[src/rtl/csr_counter_bank.sv]
// RISC-V counter/CSR bank: cycle, prescaled time, instret and N_HPM event counters
// with machine-mode writes, count inhibit, sticky overflow flags and a registered read port.
module csr_counter_bank #(
  parameter int CNT_W    = 64,
  parameter int N_HPM    = 4,
  parameter int TIME_DIV = 100
) (
  input  logic                                clk,
  input  logic                                rst,
  input  logic                                retire,
  input  logic [((N_HPM > 0) ? N_HPM : 1)-1:0] hpm_event,
  input  logic [11:0]                         csr_addr,
  input  logic                                csr_rd_en,
  input  logic                                csr_wr_en,
  input  logic [31:0]                         csr_wdata,
  output logic [31:0]                         csr_rdata,
  output logic                                csr_rvalid,
  output logic                                csr_err,
  output logic [N_HPM+2:0]                    ovf
);

  localparam int NCNT = 3 + N_HPM;
  localparam int PW   = (TIME_DIV > 1) ? $clog2(TIME_DIV) : 1;
  localparam logic [PW-1:0]   PRESC_MAX = PW'(TIME_DIV - 1);
  // Bit 1 (time) can never be inhibited.
  localparam logic [NCNT-1:0] INH_MASK  = ~(NCNT'(2));
  localparam int IDX_CYCLE = 0;
  localparam int IDX_TIME  = 1;
  localparam int IDX_INST  = 2;

  typedef enum logic [2:0] {
    SEL_NONE,
    SEL_RO_LO,
    SEL_RO_HI,
    SEL_RW_LO,
    SEL_RW_HI,
    SEL_INHIBIT,
    SEL_OVF
  } sel_e;

  logic [CNT_W-1:0] cnt_q [NCNT];
  logic [CNT_W-1:0] cnt_d [NCNT];
  logic [NCNT-1:0]  inh_q, inh_d;
  logic [NCNT-1:0]  ovf_q, ovf_d;
  logic [PW-1:0]    presc_q, presc_d;
  logic [31:0]      rdata_q, rdata_d;
  logic             rvalid_q, rvalid_d;
  logic             err_q, err_d;

  sel_e        sel;
  logic [4:0]  idx;
  logic        idx_hit;
  logic        wr_ok;
  logic        access_err;
  logic [63:0] sel64;
  logic [63:0] wr_merge;
  logic [31:0] rd_val;
  logic        presc_wrap;
  logic [NCNT-1:0] inc_ev;
  logic [NCNT-1:0] wrapped;

  // Address decode and read mux.
  // NOTE: every combinational output gets a default before any branch, so no latch is inferred.
  always_comb begin
    sel      = SEL_NONE;
    idx      = csr_addr[4:0];
    idx_hit  = (csr_addr[6:5] == 2'b00) && (int'(idx) < NCNT);
    sel64    = '0;
    rd_val   = '0;
    wr_merge = '0;

    unique case (csr_addr[11:8])
      4'hC: if (idx_hit) sel = csr_addr[7] ? SEL_RO_HI : SEL_RO_LO;
      4'hB: if (idx_hit && idx != 5'(IDX_TIME)) sel = csr_addr[7] ? SEL_RW_HI : SEL_RW_LO;
      4'h3: if (csr_addr[7:0] == 8'h20) sel = SEL_INHIBIT;
      4'h7: if (csr_addr[7:0] == 8'hC0) sel = SEL_OVF;
      default: sel = SEL_NONE;
    endcase

    for (int k = 0; k < NCNT; k++) begin
      if (5'(k) == idx) sel64 = 64'(cnt_q[k]);
    end

    // Zero-extending to 64 bits keeps the half-select legal for any CNT_W, including 32.
    unique case (sel)
      SEL_RO_LO, SEL_RW_LO: rd_val = sel64[31:0];
      SEL_RO_HI, SEL_RW_HI: rd_val = sel64[63:32];
      SEL_INHIBIT:          rd_val = 32'(inh_q);
      SEL_OVF:              rd_val = 32'(ovf_q);
      default:              rd_val = '0;
    endcase

    wr_merge = sel64;
    if (sel == SEL_RW_HI) wr_merge[63:32] = csr_wdata;
    else                  wr_merge[31:0]  = csr_wdata;

    wr_ok      = csr_wr_en && (sel inside {SEL_RW_LO, SEL_RW_HI, SEL_INHIBIT, SEL_OVF});
    access_err = ((csr_rd_en || csr_wr_en) && (sel == SEL_NONE)) ||
                 (csr_wr_en && (sel inside {SEL_RO_LO, SEL_RO_HI}));
  end

  // Counter, prescaler, inhibit and overflow next state.
  always_comb begin
    presc_wrap = (presc_q == PRESC_MAX);
    presc_d    = presc_wrap ? '0 : presc_q + 1'b1;

    inc_ev            = '0;
    inc_ev[IDX_CYCLE] = 1'b1;
    inc_ev[IDX_TIME]  = presc_wrap;
    inc_ev[IDX_INST]  = retire;
    for (int i = 0; i < N_HPM; i++) inc_ev[3+i] = hpm_event[i];

    wrapped = '0;
    for (int k = 0; k < NCNT; k++) begin
      cnt_d[k] = cnt_q[k];
      if (wr_ok && (sel inside {SEL_RW_LO, SEL_RW_HI}) && (5'(k) == idx)) begin
        cnt_d[k] = wr_merge[CNT_W-1:0];
      end else if (inc_ev[k] && !inh_q[k]) begin
        cnt_d[k]   = cnt_q[k] + 1'b1;
        wrapped[k] = &cnt_q[k];
      end
    end

    inh_d = inh_q;
    if (wr_ok && sel == SEL_INHIBIT) inh_d = csr_wdata[NCNT-1:0] & INH_MASK;

    // A wrap on the same edge as a write-1-to-clear leaves the flag set.
    ovf_d = ovf_q;
    if (wr_ok && sel == SEL_OVF) ovf_d = ovf_q & ~csr_wdata[NCNT-1:0];
    ovf_d = ovf_d | wrapped;

    rvalid_d = csr_rd_en;
    err_d    = access_err;
    rdata_d  = csr_rd_en ? rd_val : rdata_q;
  end

  // NOTE: the counters are individual flops rather than a RAM, so resetting the whole array is cheap and required.
  always_ff @(posedge clk or negedge rst) begin
    if (!rst) begin
      for (int k = 0; k < NCNT; k++) cnt_q[k] <= '0;
      inh_q    <= '0;
      ovf_q    <= '0;
      presc_q  <= '0;
      rdata_q  <= '0;
      rvalid_q <= 1'b0;
      err_q    <= 1'b0;
    end else begin
      // NOTE: non-blocking assignments so every register samples the pre-edge state.
      for (int k = 0; k < NCNT; k++) cnt_q[k] <= cnt_d[k];
      inh_q    <= inh_d;
      ovf_q    <= ovf_d;
      presc_q  <= presc_d;
      rdata_q  <= rdata_d;
      rvalid_q <= rvalid_d;
      err_q    <= err_d;
    end
  end

  assign csr_rdata  = rdata_q;
  assign csr_rvalid = rvalid_q;
  assign csr_err    = err_q;
  assign ovf        = ovf_q;

endmodule
[config.mk]
export PLATFORM = sky130hd
export DESIGN_NAME = csr_counter_bank
export DESIGN_NICKNAME = d
export VERILOG_FILES = /design/src/rtl/csr_counter_bank.sv
export SDC_FILE = /design/constraint.sdc
export NUM_CORES = 2
export LEC_CHECK = 0
export BUFFER_PORTS_ARGS = -buffer_cell sky130_fd_sc_hd__buf_2
export CAP_MARGIN = 20
export CORE_MARGIN = 5
export CORE_UTILIZATION = 38
export CTS_BUF_LIST = sky130_fd_sc_hd__clkbuf_4 sky130_fd_sc_hd__clkbuf_8 sky130_fd_sc_hd__clkbuf_16
export CTS_CLUSTER_SIZE = 8
export DETAILED_ROUTE_END_ITERATION = 8
export PLACE_DENSITY = 0.6
export SLEW_MARGIN = 20
export SYNTH_ARGS = -nofsm -noshare
export SYNTH_HDL_FRONTEND = slang
export SYNTH_SLANG_ARGS = --single-unit
[constraint.sdc]
create_clock -name clk -period 3.59 [get_ports clk]
set_clock_uncertainty 0.05 [all_clocks]
set_input_delay 0.359 -clock clk [delete_from_list [all_inputs] [get_ports clk]]
set_output_delay 0.359 -clock clk [all_outputs]
set_load 0.02 [all_outputs]
==> out/qor.yml <==
worst_setup_path:
  critPathSlowestCell: "or4_1"
  timing.rr.end: "cnt_q[119]$_DFFE_PN0P_"
  slowest_delay_ns: 0.93
  path_max_fanout: 10
  arrival_ns: 3.51
  r2r_cells: 6
  worstPathCellList: "nand3_1 > or4_1 > or4_1 > nor3_2 > xnor2_1 > mux2i_1"
  reg2reg_from: "cnt_q[78]$_DFFE_PN0P_"
  worstSetupStartpointType: "register"
  cp.required_ns: 3.99
  crit_top_cell: "or4_1"
  crit_family: "simple AND/OR/NAND/NOR gates"
  rrSetupSlack_ns: 0.48
  crit_path_end_kind: "register"
  cp_num_buf_inv: 0
  path_class: "register to register"
  worstSetupPathDepth: 6
min_path:
  holdPathEnd: "csr_err$_DFF_PN0_"
  hold_path.startpoint: "csr_wr_en"
  holdPathStages: 3
  hp-class: "input port to register"
power:
  switching_share_pct: 29.4
  switchingPower_w: 0.00428
  internal_power_w: 0.0103
  p_comb_share_pct: 12.9
  p_clk_share_pct: 43.3
  ir_drop_uv: 298
  p_leak_nw: 14.8
  p_per_area_nw_per_um2: 398
  power_frac_seq_pct: 43.9
grt:
  grt_pass1_wl_um: 191000
  grt_max_degree: 91
  grtUsageTotal_pct: 28.7
  grt-ovfl-total: 0
  grt_pass1_vias: 27261
  antenna_found_initial: 2
route:
  ant_nets: 0
  drc_errors: 0
  vias: 29421
  wirelength_um: 133000
  wl_per_cell_um: 28.2
  vias_per_cell: 6.24
  firstDrtPassIters: 8
  drt_first_iter_violations: 4119
clocking:
  cts_num_sinks: 502
  path_clk_slew_ns: 0.06
  cts_tree: "yes"
  cts_root_buf: "clkbuf_16"
  clk_latency_ns: 0.62
  cts_htree_levels: 3
  clk_path_buf_depth: 3
  numCtsBuffers: 72
placed_design:
  place_congestion: 1.01
  hpwl_um: 101000
  io_buffers: 93
timing:
  totalNegativeSetupSlack_ns: 0
  final-setup-viol-count: 0
  fin_crit_sh_pct: 86.6
  max-slew-margin-rel_pct: 27.3
  whs_ns: 0.0946
  final.min_clock_period_ns: 3.11
  max_freq_ghz: 0.322
  maxSlewViolCount: 0
  rsz0062_at_grt: "no"
  tightest_slew_ns: 1.08
  final_hold_viol_count: 0
yosys:
  syn_inst: 3462
  synth_flop_cell: "dfrtp_1"
  yosysSeqAreaShare_pct: 39.8
  ys_async_sr_fraction_pct: 100
  syn-cell-area_um2: 31500
  synth_common_cells: "dfrtp_1 (502), xnor2_1 (320), nor2_1 (284), mux2i_1 (274), a21oi_1 (244)"
  ys_warn_count: 0
  synth_edf_count: 0
  synthDominantCellAreaShare_pct: 39.8
  netlist_top_cells_area: "dfrtp_1 (40%), xnor2_1 (8.9%), mux2i_1 (8.7%)"
  synth_fp_nets: 3523
  synth.distinct_cells: 68
  ys_seq_elements: 502
  yosysMostFrequentCell: "dfrtp_1"
  synth.avg_cell_area_um2: 9.11
  yosysTopAreaCell: "dfrtp_1"
final_layout:
  utilization_pct: 44.4
  drive_above_1_share_pct: 13.1
  nets: 3699
  area_growth_pct: 15.9
floorplanning:
  num_rows: 105
  start_util_pct: 38.3
  core_um2: 82200
  dieArea_um2: 88800
  ios: 94
  die_y_um: 298
  die_x_um: 298
status:
  status: "complete, no violations"
flow_run:
  drv_cap: 0
==> kinds of logic (layout without fill, tap and decap cells) <==
logic type	Yosys count	count (layout)	synth area share (%)
other cells	0	2	0
xor+xnor	430	430	11.9
flops	502	502	39.8
buf+inv	287	470	3.60
compound gates	592	592	12.0
simple gates	1343	1343	22.4
fa+ha+maj	8	8	0.318
mux	300	300	9.84
==> routing by layer <==
metal,vias up,global-route usage (%),part of all wire [%]
met5,-,0,0
met4,0,14.6,6.3
met3,329,6.84,11
met2,1761,42.3,42
met1,14334,39.4,41
li1,12997,-,-
==> registers in the layout (all words and copies together) (netlist names) <==
signal and flops:
cnt_q 448, csr_err 1, csr_rdata 32, csr_rvalid 1
inh_q 6, ovf 7, presc_q 7
==> cell usage in the layout (no fill, tap or decap), types with 8 or more instances in the layout <==
master and n:
o221ai_1 19, xnor2_1 320, buf_12 27, clkbuf_16 74
o21a_1 16, o21ai_0 79, nor3_1 180, nand3_1 188
a221o_1 21, nor3_2 16, or3_1 29, nand2b_1 9
nor2b_1 15, a21oi_1 244, or4_1 8, inv_1 74
nor4_2 12, nand2_1 184, and4_1 36, mux2i_1 273
a22o_1 15, a22oi_1 37, o22ai_1 47, ha_1 8
and2_1 35, and3_1 68, buf_2 90, nand4b_1 8
nor4_1 92, nand4_1 137, dfrtp_1 502, xor2_1 110
buf_4 194, nor2_1 278, a222oi_1 21, a211oi_1 19
a221oi_1 10, o2bb2ai_1 32, mux2_2 20
==> worst max path at each step <==
stage,startpoint,endpoint
2_1_floorplan,csr_addr[3],cnt_q[424]$_DFFE_PN0P_
3_3_place_gp,csr_addr[0],ovf[3]$_DFF_PN0_
3_5_place_dp,csr_addr[0],ovf[3]$_DFF_PN0_
4_1_cts,cnt_q[394]$_DFFE_PN0P_,cnt_q[443]$_DFFE_PN0P_
5_1_grt,cnt_q[394]$_DFFE_PN0P_,cnt_q[439]$_DFFE_PN0P_
6_report,cnt_q[78]$_DFFE_PN0P_,cnt_q[119]$_DFFE_PN0P_
==> power by group through the flow <==
stage | clock network [W] | logic [W] | registers, W
floorplan | 0 | 0.00106 | 0.00627
global placement | 0 | 0.00179 | 0.00645
detailed placement | 0 | 0.00182 | 0.00644
CTS | 0.00638 | 0.00182 | 0.00636
global route | 0.00658 | 0.00199 | 0.00641
finish | 0.00629 | 0.00187 | 0.00638
==> tightest hold or removal path: stages <==
cell and delay (ns):
buf_2 0.14, a21oi_1 0.13, a211oi_1 0.07
==> per-stage QoR <==
| step | area, µm² | setup slack [ns] | power [W] | cells |
|---|---|---|---|---|
| CTS | 36500 | 0.555 | 0.0146 | 4715 |
| floorplan | 31500 | 1.07 | 0.00734 | 3462 |
| global placement | 34600 | 0.396 | 0.00824 | 4633 |
| finish | 36500 | 0.481 | 0.0145 | 4717 |
| global route | 36500 | 0.403 | 0.0150 | 4715 |
| detailed placement | 34600 | 0.356 | 0.00826 | 4633 |
==> final cells by class <==
type | count | area, µm²
clock inverter | 5 | 80.1
multi-input combinational | 2673 | 17900
tap | 1070 | 1340
fill | 7974 | 45700
timing repair buffer | 314 | 2480
antenna | 2 | 5.00
inverter | 75 | 282
clock buffer | 76 | 1870
sequential | 502 | 12600
==> timing repair <==
| item | in CTS | in global routing |
|---|---|---|
| hold buffers | 1 | 0 |
| gates resized for setup | 0 | 0 |
| hold endpoints to repair | 71 | 0 |
| buffers inserted | 0 | 0 |
Power figures use the tool's default switching activity.
